**src/rtl/fib_stack_engine.sv**
```systemverilog
// Recursive Fibonacci engine: F(n) evaluated by explicit call/return over an
// internal frame stack, with overflow abort, sticky carry flag and depth peak.
module fib_stack_engine #(
    parameter int N_W   = 8,
    parameter int RES_W = 16,
    parameter int DEPTH = 32,
    localparam int MD_W = $clog2(DEPTH + 1)
) (
    input  logic             clk,
    input  logic             rst_n,
    input  logic             start,
    input  logic [N_W-1:0]   n_in,
    output logic             busy,
    output logic             done,
    output logic [RES_W-1:0] result,
    output logic             ovf,
    output logic             stack_err,
    output logic [MD_W-1:0]  max_depth
);

    localparam int AW = (DEPTH > 1) ? $clog2(DEPTH) : 1;
    localparam int FW = N_W + 1 + RES_W;

    typedef enum logic [1:0] {S_IDLE, S_CALL, S_RET, S_DONE} state_t;

    state_t             state_q;
    logic [N_W-1:0]     a_q;
    logic [RES_W-1:0]   ret_q;
    logic [MD_W-1:0]    sp_q;
    logic               busy_q, done_q, ovf_q, err_q;
    logic [RES_W-1:0]   result_q;
    logic [MD_W-1:0]    max_depth_q;

    // Frame layout: {n, phase, partial}; phase 1 means the left call has returned.
    logic [FW-1:0]      stack_mem [DEPTH];

    logic [MD_W-1:0]    sp_m1_d;
    logic [AW-1:0]      top_idx_d;
    logic [FW-1:0]      top_d;
    logic [N_W-1:0]     top_n_d;
    logic               top_ph_d;
    logic [RES_W-1:0]   top_part_d;
    logic [RES_W:0]     sum_d;
    logic               is_base_d, full_d;
    logic               push_d, rewrite_d;
    logic [AW-1:0]      wr_idx_d;
    logic [FW-1:0]      wr_data_d;

    assign sp_m1_d    = sp_q - MD_W'(1);
    assign top_idx_d  = AW'(sp_m1_d);
    assign top_d      = stack_mem[top_idx_d];
    assign top_n_d    = top_d[FW-1 -: N_W];
    assign top_ph_d   = top_d[RES_W];
    assign top_part_d = top_d[RES_W-1:0];
    assign sum_d      = {1'b0, top_part_d} + {1'b0, ret_q};
    assign is_base_d  = a_q < N_W'(2);
    assign full_d     = sp_q == MD_W'(DEPTH);

    assign push_d    = (state_q == S_CALL) && !is_base_d && !full_d;
    assign rewrite_d = (state_q == S_RET) && (sp_q != '0) && !top_ph_d;
    assign wr_idx_d  = push_d ? AW'(sp_q) : top_idx_d;
    assign wr_data_d = push_d ? {a_q, 1'b0, {RES_W{1'b0}}} : {top_n_d, 1'b1, ret_q};

    // Frame storage has no reset; only occupied entries are ever read.
    always_ff @(posedge clk) begin
        if (rst_n && (push_d || rewrite_d)) begin
            stack_mem[wr_idx_d] <= wr_data_d;
        end
    end

    always_ff @(posedge clk) begin
        if (!rst_n) begin
            state_q     <= S_IDLE;
            a_q         <= '0;
            ret_q       <= '0;
            sp_q        <= '0;
            busy_q      <= 1'b0;
            done_q      <= 1'b0;
            ovf_q       <= 1'b0;
            err_q       <= 1'b0;
            result_q    <= '0;
            max_depth_q <= '0;
        end else begin
            done_q <= 1'b0;
            case (state_q)
                S_IDLE: begin
                    if (start) begin
                        a_q         <= n_in;
                        sp_q        <= '0;
                        ovf_q       <= 1'b0;
                        err_q       <= 1'b0;
                        max_depth_q <= '0;
                        busy_q      <= 1'b1;
                        state_q     <= S_CALL;
                    end
                end
                S_CALL: begin
                    if (is_base_d) begin
                        ret_q   <= {{(RES_W-1){1'b0}}, a_q[0]};
                        state_q <= S_RET;
                    end else if (full_d) begin
                        err_q    <= 1'b1;
                        result_q <= '0;
                        busy_q   <= 1'b0;
                        done_q   <= 1'b1;
                        state_q  <= S_DONE;
                    end else begin
                        sp_q <= sp_q + MD_W'(1);
                        if (sp_q + MD_W'(1) > max_depth_q) begin
                            max_depth_q <= sp_q + MD_W'(1);
                        end
                        a_q <= a_q - N_W'(1);
                    end
                end
                S_RET: begin
                    if (sp_q == '0) begin
                        result_q <= ret_q;
                        busy_q   <= 1'b0;
                        done_q   <= 1'b1;
                        state_q  <= S_DONE;
                    end else if (!top_ph_d) begin
                        // Left branch finished; descend into F(n-2).
                        a_q     <= top_n_d - N_W'(2);
                        state_q <= S_CALL;
                    end else begin
                        ret_q <= sum_d[RES_W-1:0];
                        if (sum_d[RES_W]) begin
                            ovf_q <= 1'b1;
                        end
                        sp_q <= sp_m1_d;
                    end
                end
                S_DONE: begin
                    state_q <= S_IDLE;
                end
                default: begin
                    state_q <= S_IDLE;
                    busy_q  <= 1'b0;
                end
            endcase
        end
    end

    assign busy      = busy_q;
    assign done      = done_q;
    assign result    = result_q;
    assign ovf       = ovf_q;
    assign stack_err = err_q;
    assign max_depth = max_depth_q;

endmodule

```
**config.mk**
```make
export PLATFORM = sky130hd
export DESIGN_NAME = fib_stack_engine
export DESIGN_NICKNAME = d
export VERILOG_FILES = /design/src/rtl/fib_stack_engine.sv
export SDC_FILE = /design/constraint.sdc
export NUM_CORES = 1
export LEC_CHECK = 0
export ABC_AREA = 1
export ABC_CLOCK_PERIOD_IN_PS = 13500
export BUFFER_PORTS_ARGS = -buffer_cell sky130_fd_sc_hd__buf_2
export CELL_PAD_IN_SITES_DETAIL_PLACEMENT = 0
export CELL_PAD_IN_SITES_GLOBAL_PLACEMENT = 1
export CORE_ASPECT_RATIO = 1.4
export CORE_MARGIN = 10
export CORE_UTILIZATION = 56
export CTS_CLUSTER_SIZE = 25
export DETAILED_ROUTE_END_ITERATION = 16
export HOLD_SLACK_MARGIN = 0.06
export PLACE_DENSITY_LB_ADDON = 0.25
export SLEW_MARGIN = 20
export SYNTH_ARGS = -nofsm -noshare
export SYNTH_HDL_FRONTEND = slang
export SYNTH_SLANG_ARGS = --single-unit
```
**constraint.sdc**
```tcl
create_clock -name clk -period 13.5 [get_ports clk]
set_input_delay 0 -clock clk [delete_from_list [all_inputs] [get_ports clk]]
set_output_delay 0 -clock clk [all_outputs]
set_load 0.03 [all_outputs]
```
==> results of run 1 <==
[path summary, 6_finish.rpt]
kind | endpoint | slack [ns]
hold / removal | a_q[5]$_SDFFE_PN0P_ | 0.29
hold reg to reg | result[1]$_SDFFE_PN0P_ | 0.46
setup / recovery | ovf$_SDFFE_PN0P_ | 7.26
setup reg to reg | ovf$_SDFFE_PN0P_ | 7.26
[layout by cell type, fill, tap and decap left out, types with 16 or more instances in the layout]
| master | count |
|---|---|
| clkbuf_16 | 81 |
| inv_1 | 70 |
| dfxtp_1 | 57 |
| buf_2 | 36 |
| a32o_1 | 18 |
| o211ai_1 | 18 |
| clkinv_1 | 19 |
| nand3_1 | 321 |
| nor2_1 | 310 |
| nor3_2 | 16 |
| buf_4 | 54 |
| o22ai_1 | 114 |
| o21ai_0 | 296 |
| nand2_1 | 628 |
| a21oi_1 | 101 |
| clkbuf_1 | 19 |
| edfxtp_1 | 800 |
| ha_1 | 31 |
[cell type report]
cell class / count / area, um2
flip-flops and latches: 858 / 25190
clock buffers: 101 / 2112
repair buffers: 107 / 778.2
clock inverters: 38 / 341.6
inverters: 90 / 352.8
multi-input cells: 1974 / 9821
well taps: 832 / 1041
fillers: 4948 / 23780
[worst reg2reg max path, delay by kind of cell, from the launching register on]
family                     cells  cell delay (ns)
AOI/OAI and AO/OA              7             1.46
adders and majority gates      2             0.99
buffers and inverters          4             1.92
DFF                            1             0.86
and+or+nand+nor                9             0.88
[sequential cells by signal, indices dropped and copies added, names as in the netlist, 2 cells and up]
signal,flops
state_q,2
sp_q,6
stack_mem,800
result,16
a_q,8
max_depth,6
ret_q,16
[cells by family after synthesis]
kind of cell               share of synthesized area [%]
AOI/OAI and AO/OA                                  9.337
xor gates and xnor gates                          0.2468
adders and majority gates                          1.168
buffers and inverters                              3.521
DFF                                                69.97
and+or+nand+nor                                    15.76
[per-stage QoR]
| step | hold WS (ns) | total power, mW | instance area [um2] | setup WS, ns |
|---|---|---|---|---|
| after floorplan | 0.1876 | 5.508 | 35990 | 8.553 |
| after global placement | 0.3033 | 6.617 | 36990 | 7.277 |
| after detailed placement | 0.3260 | 6.659 | 36990 | 7.334 |
| after CTS | 0.2682 | 8.811 | 39590 | 7.309 |
| after global routing | 0.3370 | 9.214 | 39630 | 6.705 |
| final | 0.2945 | 8.807 | 39630 | 7.263 |
[timing repair]
item	in CTS	in global routing
hold endpoints to repair	15	0
endpoints found under the setup margin	0	0
hold buffers	15	0
[per-layer routing]
metal	share of wire, %	track usage, %	wire [um]	vias to the layer above
met4	4.7	12.60	4521	0
li1	-	-	-	11180
met2	51	43.55	48800	964
met5	0	0	0	-
met1	39	32.38	37610	12120
met3	5.9	2.898	5701	196
[power breakdown]
part | internal (mW) | total, mW | switching (mW)
clock | 1.21 | 2.16 | 0.957
sequential | 3.39 | 3.45 | 0.0616
combinational | 0.774 | 3.19 | 2.42
==> results.sh, run 1 <==
export IMPL_cp_common_cell="nand2_1"
export IMPL_critical_path_max_stage_delay_ns=0.86
export IMPL_die_w_um=234.3
export IMPL_gp_congestion=0.8859
export IMPL_critPathLaunchType="flop"
export IMPL_cts_made_buffers=78
export IMPL_yosys_warnings=0
export IMPL_drcViolationCount=0
export IMPL_netlist_instances=3116
export IMPL_rsz0062_at_grt="false"
export IMPL_post_cts_resized=0
export IMPL_start_util_pct=56.76
export IMPL_layout_nets=3153
export IMPL_syn_cell_area_um2=35990
export IMPL_clock_sinks=858
export IMPL_ant_nets=0
export IMPL_hp_class="in -> reg"
export IMPL_synthFlopType="edfxtp_1"
export IMPL_io_pins=37
export IMPL_routed_wl_um=96630
export IMPL_grt_pass1_wl_um=146600
export IMPL_cts_tree="done"
export IMPL_grt_max_degree=109
export IMPL_dr_pass1_iters=5
export IMPL_setup_tns_ns=0
export IMPL_utilization_pct=62.50
export IMPL_htreeDepth=3
export IMPL_insertedDiodeCount=0
export IMPL_ys_ff_latch=858
export IMPL_place_hpwl_um=54930
export IMPL_fin_crit_sh_pct=46.20
export IMPL_vdd_drop_max_mv=0.2007
export IMPL_synth_most_common_cell="edfxtp_1"
export IMPL_route_detailed_wl_per_inst_um=24.16
export IMPL_ys_top_cells_by_count="edfxtp_1 (800), nand2_1 (629), nand3_1 (321)"
export IMPL_critPathMaxFanout=92
export IMPL_dieHeight_um=320.0
export IMPL_max_freq_mhz=160.3
export IMPL_critical_path_buf_inv_count=4
export IMPL_via_per_inst=6.116
export IMPL_ff2ff_path_depth=22
export IMPL_grt_use_total_pct=25.75
export IMPL_clock_latency_ns=0.64
export IMPL_cts_path_max_buffers=3
export IMPL_post_cts_buffers=0
export IMPL_synthArstFlopShare_pct=0
export IMPL_placed_cells=3844
export IMPL_finalSetupViolations=0
export IMPL_p_per_area_nw_per_um2=222.2
export IMPL_overflow=0
export IMPL_end_kind="flop"
export IMPL_port_buffers=36
export IMPL_stdcell_count=4000
export IMPL_syn_nets=3160
export IMPL_clk_pin_slew_worst_paths_ns=0.06
export IMPL_syn_area_per_cell_um2=11.55
export IMPL_hp_start="n_in[5]"
export IMPL_cp_arrival_ns=6.73
export IMPL_startpoint="sp_q[0]$_SDFFE_PN0P_"
export IMPL_crit_required_ns=14.00
export IMPL_grt_pass1_vias=24210
export IMPL_critical_path_class="reg -> reg"
export IMPL_p_leak_nw=14.00
export IMPL_root_buffer="clkbuf_16"
export IMPL_worst_pin_slew_ns=1.150
export IMPL_synth_area_leaders="edfxtp_1 (67%), nand2_1 (6.6%), nand3_1 (4.5%)"
export IMPL_vias=24460
export IMPL_drv_cap=0
export IMPL_path_cells="inv_8 -> ha_4 -> inv_6 -> buf_4 -> o21ai_0 -> o22ai_1 -> nand2_1 -> nand3_1 -> nand2_1 -> inv_1 -> o21ai_0 -> fa_1 -> o21ai_0 -> nand2_1 -> nand2_1 -> a21boi_0 -> o21ai_0 -> nand2_1 -> nand3_1 -> nand3_1 -> nand2_1 -> a21oi_1"
export IMPL_core_um2=63420
export IMPL_r2r_start="sp_q[0]$_SDFFE_PN0P_"
export IMPL_ys_seq_area_share_pct=69.97
export IMPL_crit_cells=22
export IMPL_finalHoldViolations=0
export IMPL_crit_family="buffers and inverters"
export IMPL_hold_depth=6
export IMPL_maxSlewHeadroom_pct=23.24
export IMPL_die_area_um2=74960
export IMPL_antenna_found_initial=0
export IMPL_ys_types=51
export IMPL_finClkSkew_ns=0.01808
export IMPL_status="finished clean"
export IMPL_synth_area_leader_cell="edfxtp_1"
export IMPL_drv_slew=0
export IMPL_synth_edff_count=800
export IMPL_drive_gt1_share_pct=9.217
export IMPL_post_route_min_period_ns=6.237
export IMPL_initialDrtViolationCount=2542
export IMPL_rows=109
export IMPL_area_delta_synth_final_pct=10.12
export IMPL_yosysTopAreaCellShare_pct=66.74
export IMPL_critPathSlowestCell="dfxtp_4"
Power figures use the tool's default switching activity.
==> inputs of run 2 (changes only) <==
ABC_CLOCK_PERIOD_IN_PS = 5000   (was 13500)
CORE_UTILIZATION = 47   (was 56)
clock period = 5 ns   (was 13.5 ns; I/O delays follow)
==> results.sh, run 2 (synthesis results as in run 1) <==
export IMPL_p_comb_share_pct=36.0
export IMPL_end_kind="flop"
export IMPL_finalSetupViolations=0
export IMPL_grt_pass1_wl_um=155900
export IMPL_cts_path_max_buffers=3
export IMPL_rsz0062_at_grt="false"
export IMPL_critical_path_class="reg -> reg"
export IMPL_p_leak_nw=14.43
export IMPL_finalHoldViolations=0
export IMPL_dieHeight_um=347.4
export IMPL_htreeDepth=3
export IMPL_start_util_pct=47.19
export IMPL_port_buffers=36
export IMPL_insertedDiodeCount=0
export IMPL_seqPwrFrac_pct=37.9
export IMPL_seq_area_um2=25190
export IMPL_die_area_um2=88210
export IMPL_postLayoutSetupSlackWorst_ns=0.4114
export IMPL_initialDrtViolationCount=2412
export IMPL_top_register="stack_mem"
export IMPL_layout_nets=3207
export IMPL_post_cts_buffers=0
export IMPL_route_detailed_wl_per_inst_um=24.75
export IMPL_cts_made_buffers=83
export IMPL_rows=120
export IMPL_routed_wl_um=104100
export IMPL_p_sw_share_pct=38.06
export IMPL_fillCellCount=6506
export IMPL_finClkSkew_ns=0.01732
export IMPL_core_um2=76270
export IMPL_via_per_inst=5.872
export IMPL_grt_use_total_pct=23.55
export IMPL_final_common_cell="edfxtp_1"
export IMPL_drive_gt1_share_pct=10.96
export IMPL_layout_common_cells="edfxtp_1 (800), nand2_1 (628), nand3_1 (321)"
export IMPL_detailedPlace_worstSlack_ns=0.6467
export IMPL_multiInputGateArea_um2=9797
export IMPL_overflow=0
export IMPL_hold_slack_ns=0.2829
export IMPL_vias=24690
export IMPL_io_pins=37
export IMPL_clock_sinks=858
export IMPL_gp_congestion=0.9000
export IMPL_largest_reg_flops=800
export IMPL_clk_pin_slew_worst_paths_ns=0.06
export IMPL_power_switching_mw=9.292
export IMPL_clkPwrFrac_pct=26.1
export IMPL_antenna_found_initial=0
export IMPL_grt_pass1_vias=24540
export IMPL_cp_arrival_ns=5.18
export IMPL_status="finished clean"
export IMPL_p_per_area_nw_per_um2=601.9
export IMPL_area_delta_synth_final_pct=12.70
export IMPL_clock_latency_ns=0.65
export IMPL_hp_class="in -> reg"
export IMPL_grt_max_degree=169
export IMPL_critPathLaunchType="flop"
export IMPL_die_w_um=253.9
export IMPL_drv_cap=0
export IMPL_vdd_drop_max_mv=0.5048
export IMPL_critPathMaxFanout=51
export IMPL_place_hpwl_um=60940
export IMPL_fin_crit_sh_pct=91.77
export IMPL_setup_tns_ns=0
export IMPL_cts_tree="done"
export IMPL_worst_pin_slew_ns=1.110
export IMPL_crit_required_ns=5.59
export IMPL_utilization_pct=53.18
export IMPL_drv_slew=0
export IMPL_dr_pass1_iters=5
export IMPL_ant_nets=0
export IMPL_maxSlewHeadroom_pct=25.80
export IMPL_power_internal_mw=15.12
export IMPL_post_route_min_period_ns=4.589
export IMPL_drcViolationCount=0
export IMPL_max_freq_mhz=217.9
export IMPL_root_buffer="clkbuf_16"
## run 2: cell types whose count changed in the layout (fill, tap and decap cells not counted), moves of 2 or more
| cell | before | now |
|---|---|---|
| clkbuf_16 | 81 | 85 |
| inv_6 | 2 | 4 |
| buf_12 | 0 | 12 |
| o21ai_4 | 5 | 1 |
| inv_1 | 70 | 75 |
| bufinv_16 | 5 | 10 |
| clkinv_8 | 0 | 2 |
| o21ai_2 | 5 | 9 |
| clkinvlp_4 | 3 | 5 |
| clkinv_1 | 19 | 12 |
| inv_2 | 13 | 11 |
| inv_16 | 2 | 0 |
| buf_4 | 54 | 93 |
## run 2: worst max-delay path, stage by stage (launching register included)
cell           delay (ns)
dfxtp_1              0.40
inv_1                0.14
ha_4                 0.26
inv_6                0.23
buf_4                0.36
buf_4                0.61
nand3_1              0.14
nand3_1              0.16
nand2_1              0.09
nand2_1              0.06
nand3_1              0.25
nand2_1              0.35
ha_1                 0.23
nand2_1              0.10
inv_1                0.11
o21ai_0              0.08
nand3_1              0.08
o21ai_0              0.09
a21oi_1              0.17
dlygate4sd3_1        0.56
## run 2: final timing paths
check,from,to,slack [ns],cells past startpoint
worst max-delay path,sp_q[1]$_SDFFE_PN0P_,a_q[3]$_SDFFE_PN0P_,0.41,19
worst min-delay path,n_in[6],a_q[6]$_SDFFE_PN0P_,0.28,6
worst max register to register,sp_q[1]$_SDFFE_PN0P_,a_q[3]$_SDFFE_PN0P_,0.41,19
worst min register to register,result[12]$_SDFFE_PN0P_,result[12]$_SDFFE_PN0P_,0.46,2
## run 2: cell type report
| type | count | share of cell area (%) |
|---|---|---|
| Sequential cell | 858 | 62.09 |
| Inverter | 90 | 0.8698 |
| Tap cell | 976 | 3.010 |
| Multi-Input combinational cell | 1974 | 24.15 |
| Clock buffer | 107 | 5.497 |
| Clock inverter | 44 | 1.249 |
| Timing Repair Buffer | 156 | 3.128 |
## run 2: what timing repair did
item                                   in CTS  in global routing
setup endpoints to repair                   0                  0
hold buffers                               15                  0
endpoints found under the hold margin      15                  0
resized for setup                           0                  0
## run 2: metal layers
layer	vias to the layer above	global-route usage (%)	share of wire (%)
met1	12300	28.12	38
met5	-	0	0
li1	11300	-	-
met3	199	3.267	6.0
met4	0	10.34	4.2
met2	895	41.67	52
## run 2: power by group through the flow
stage	logic, mW	clock network (mW)	registers [mW]
floorplan	5.41	0	9.46
global placement	8.59	0	9.41
detailed placement	8.73	0	9.42
CTS	8.80	6.48	9.27
global route	9.61	6.76	9.29
finish	8.78	6.37	9.26
## run 2: stage by stage
| stage | cell area [um2] | instances | total power [mW] |
|---|---|---|---|
| after floorplan | 35990 | 3116 | 14.87 |
| after global placement | 37640 | 4038 | 18.00 |
| after detailed placement | 37670 | 4039 | 18.15 |
| after CTS | 40560 | 4205 | 24.54 |
| after global routing | 40560 | 4205 | 25.65 |
| final | 40560 | 4205 | 24.42 |
==> inputs of run 3 (changes only) <==
--- a/config.mk
+++ b/config.mk
@@ -7,3 +7,2 @@
 export LEC_CHECK = 0
-export ABC_AREA = 1
 export ABC_CLOCK_PERIOD_IN_PS = 5000
@@ -14,3 +13,3 @@
 export CORE_MARGIN = 10
-export CORE_UTILIZATION = 47
+export CORE_UTILIZATION = 50
 export CTS_CLUSTER_SIZE = 25
--- a/constraint.sdc
+++ b/constraint.sdc
@@ -3,2 +3,2 @@
 set_output_delay 0 -clock clk [all_outputs]
-set_load 0.03 [all_outputs]
+set_load 0.005 [all_outputs]
==> results.sh, run 3 <==
export IMPL_synthFlopType="edfxtp_1"
export IMPL_clock_latency_ns=0.66
export IMPL_grt_max_degree=53
export IMPL_final_common_cell="edfxtp_1"
export IMPL_finalHoldViolations=0
export IMPL_syn_cell_area_um2=34580
export IMPL_io_pins=37
export IMPL_crit_required_ns=5.59
export IMPL_clock_sinks=858
export IMPL_status="finished clean"
export IMPL_clk_pin_slew_worst_paths_ns=0.06
export IMPL_critPathLaunchType="flop"
export IMPL_ys_ff_latch=858
export IMPL_critical_path_class="reg -> reg"
export IMPL_critPathMaxFanout=49
export IMPL_layout_common_cells="edfxtp_1 (800), mux4_2 (244), nand2_1 (123)"
export IMPL_crit_family="buffers and inverters"
export IMPL_post_route_min_period_ns=4.802
export IMPL_r2r_start="sp_q[1]$_SDFFE_PN0P_"
export IMPL_hp_class="in -> reg"
export IMPL_synthArstFlopShare_pct=0
export IMPL_seq_area_um2=25190
export IMPL_netlist_instances=1769
export IMPL_synth_area_leaders="edfxtp_1 (69%), mux4_2 (16%), dfxtp_1 (3.4%)"
export IMPL_ys_seq_area_share_pct=72.83
export IMPL_top_register="stack_mem"
export IMPL_hold_depth=4
export IMPL_dieHeight_um=331.2
export IMPL_initialDrtViolationCount=1928
export IMPL_ys_top_cells_by_count="edfxtp_1 (800), mux4_2 (244), nand2_1 (124)"
export IMPL_die_area_um2=80230
export IMPL_synth_area_leader_cell="edfxtp_1"
export IMPL_min_to="a_q[6]$_SDFFE_PN0P_"
export IMPL_drive_gt1_share_pct=28.16
export IMPL_grt_pass1_vias=18370
export IMPL_yosysTopAreaCellShare_pct=69.47
export IMPL_end_kind="flop"
export IMPL_max_freq_mhz=208.2
export IMPL_largest_reg_flops=800
export IMPL_top_usage_layer="met2"
export IMPL_hp_start="n_in[6]"
export IMPL_drcViolationCount=0
export IMPL_routed_wl_um=88850
export IMPL_port_buffers=36
export IMPL_route_detailed_wl_per_inst_um=30.65
export IMPL_dr_pass1_iters=5
export IMPL_synth_most_common_cell="edfxtp_1"
export IMPL_place_area_um2=36920
export IMPL_p_per_area_nw_per_um2=538.6
export IMPL_syn_area_per_cell_um2=19.55
export IMPL_gp_congestion=0.8385
export IMPL_finClkSkew_ns=0.03498
export IMPL_cts_tree="done"
export IMPL_insertedDiodeCount=0
export IMPL_fin_crit_sh_pct=96.05
export IMPL_worst_pin_slew_ns=1.071
export IMPL_rows=114
export IMPL_htreeDepth=3
export IMPL_place_hpwl_um=51900
export IMPL_reg2reg_slack_ns=0.20
export IMPL_vias=17800
export IMPL_grt_pass1_wl_um=129100
export IMPL_cp_arrival_ns=5.39
export IMPL_critical_path_buf_inv_count=5
export IMPL_yosys_warnings=0
export IMPL_finalInstanceArea_um2=39690
export IMPL_post_cts_buffers=0
export IMPL_fillCellCount=5142
export IMPL_core_um2=68750
export IMPL_multiInputGateArea_um2=9234
export IMPL_postLayoutSetupSlackWorst_ns=0.1976
export IMPL_area_delta_synth_final_pct=14.78
export IMPL_layout_nets=1955
export IMPL_met3_usage_pct=2.880
export IMPL_use_met1_pct=27.02
export IMPL_vdd_drop_max_mv=0.4281
export IMPL_drv_slew=0
export IMPL_synth_edff_count=800
export IMPL_drv_cap=0
export IMPL_critical_path_max_stage_delay_ns=0.59
export IMPL_r2r_end="a_q[5]$_SDFFE_PN0P_"
export IMPL_via_per_inst=6.140
export IMPL_grt_use_met2_pct=40.42
export IMPL_antenna_found_initial=0
export IMPL_critPathSlowestCell="dlygate4sd3_1"
export IMPL_die_w_um=242.3
export IMPL_syn_nets=1813
export IMPL_grt_use_total_pct=22.34
export IMPL_cts_made_buffers=80
export IMPL_maxSlewHeadroom_pct=28.61
export IMPL_ant_nets=0
export IMPL_overflow=0
export IMPL_ff2ff_path_depth=13
export IMPL_path_cells="inv_1 -> ha_4 -> buf_12 -> mux4_2 -> mux4_2 -> mux2i_4 -> buf_4 -> nand2_1 -> a21oi_4 -> o211ai_1 -> dlygate4sd3_1 -> o22ai_1 -> dlygate4sd3_1"
export IMPL_finalSetupViolations=0
export IMPL_p_leak_nw=12.62
export IMPL_root_buffer="clkbuf_16"
export IMPL_start_util_pct=50.30
export IMPL_detailedPlace_worstSlack_ns=0.4623
export IMPL_cts_path_max_buffers=3
export IMPL_ys_types=74
## run 3: cell type report
type	instances	area share [%]
clock buffers	101	5.296
repair buffers	154	3.688
well taps	928	2.925
inverters	27	0.2679
flip-flops and latches	858	63.46
multi-input cells	790	23.26
clock inverters	41	1.103
## run 3: report_power, final
group          switching [mW]  leakage, nW  internal [mW]
combinational            3.92         3.62           2.45
sequential              0.108         7.78           8.89
clock                    2.65         1.22           3.36
## run 3: worst max path at each step
stage / start / endpoint / slack [ns] / depth (start not counted)
final: sp_q[1]$_SDFFE_PN0P_ / a_q[5]$_SDFFE_PN0P_ / 0.20 / 13
after global routing: sp_q[1]$_SDFFE_PN0P_ / a_q[5]$_SDFFE_PN0P_ / -0.006 / 13
after CTS: sp_q[1]$_SDFFE_PN0P_ / a_q[4]$_SDFFE_PN0P_ / 0.12 / 13
after detailed placement: sp_q[1]$_SDFFE_PN0P_ / ret_q[14]$_SDFFE_PN0P_ / 0.46 / 16
after global placement: sp_q[1]$_SDFFE_PN0P_ / ret_q[14]$_SDFFE_PN0P_ / 0.52 / 18
after floorplan: sp_q[0]$_SDFFE_PN0P_ / ret_q[14]$_SDFFE_PN0P_ / -0.33 / 29
## run 3: cell families (layout without fill, tap and decap cells)
family	after synthesis	count (layout)	share of synthesized area (%)
flip-flops	858	858	72.83
AO/OA/AOI/OAI	149	149	2.902
multiplexers	264	264	16.51
XOR/XNOR	29	29	0.7562
buffers and inverters	121	323	1.628
AND/OR/NAND/NOR	315	315	4.161
adder cells (fa/ha/maj)	33	33	1.216
## run 3: worst min-delay path: stages
cell and delay (ns):
dlygate4sd3_1 0.52, buf_2 0.10, and4_1 0.16, or3_1 0.09
## run 3: timing repair
| action | in CTS | in global routing |
|---|---|---|
| hold endpoints to repair | 17 | 0 |
| setup endpoints to repair | 0 | 3 |
| hold buffers | 18 | 0 |
| resized for setup | 0 | 3 |
## run 3: metal layers
| layer | up-vias | share of wire [%] |
|---|---|---|
| li1 | 7496 | - |
| met1 | 9596 | 37 |
| met2 | 586 | 54 |
| met3 | 122 | 5.4 |
| met4 | 0 | 3.0 |
| met5 | - | 0 |
## run 3: through the flow
step	hold slack [ns]	instances	TNS, ns	util (%)	power (mW)
2_1_floorplan	0.1652	1769	-0.3612	-	13.35
3_3_place_gp	0.3366	2738	0	53.68	15.32
3_5_place_dp	0.3407	2738	0	53.69	15.45
4_1_cts	0.2192	2898	0	57.65	21.46
5_1_grt	0.2903	2899	-0.005978	57.73	22.23
6_report	0.2542	2899	0	57.73	21.38
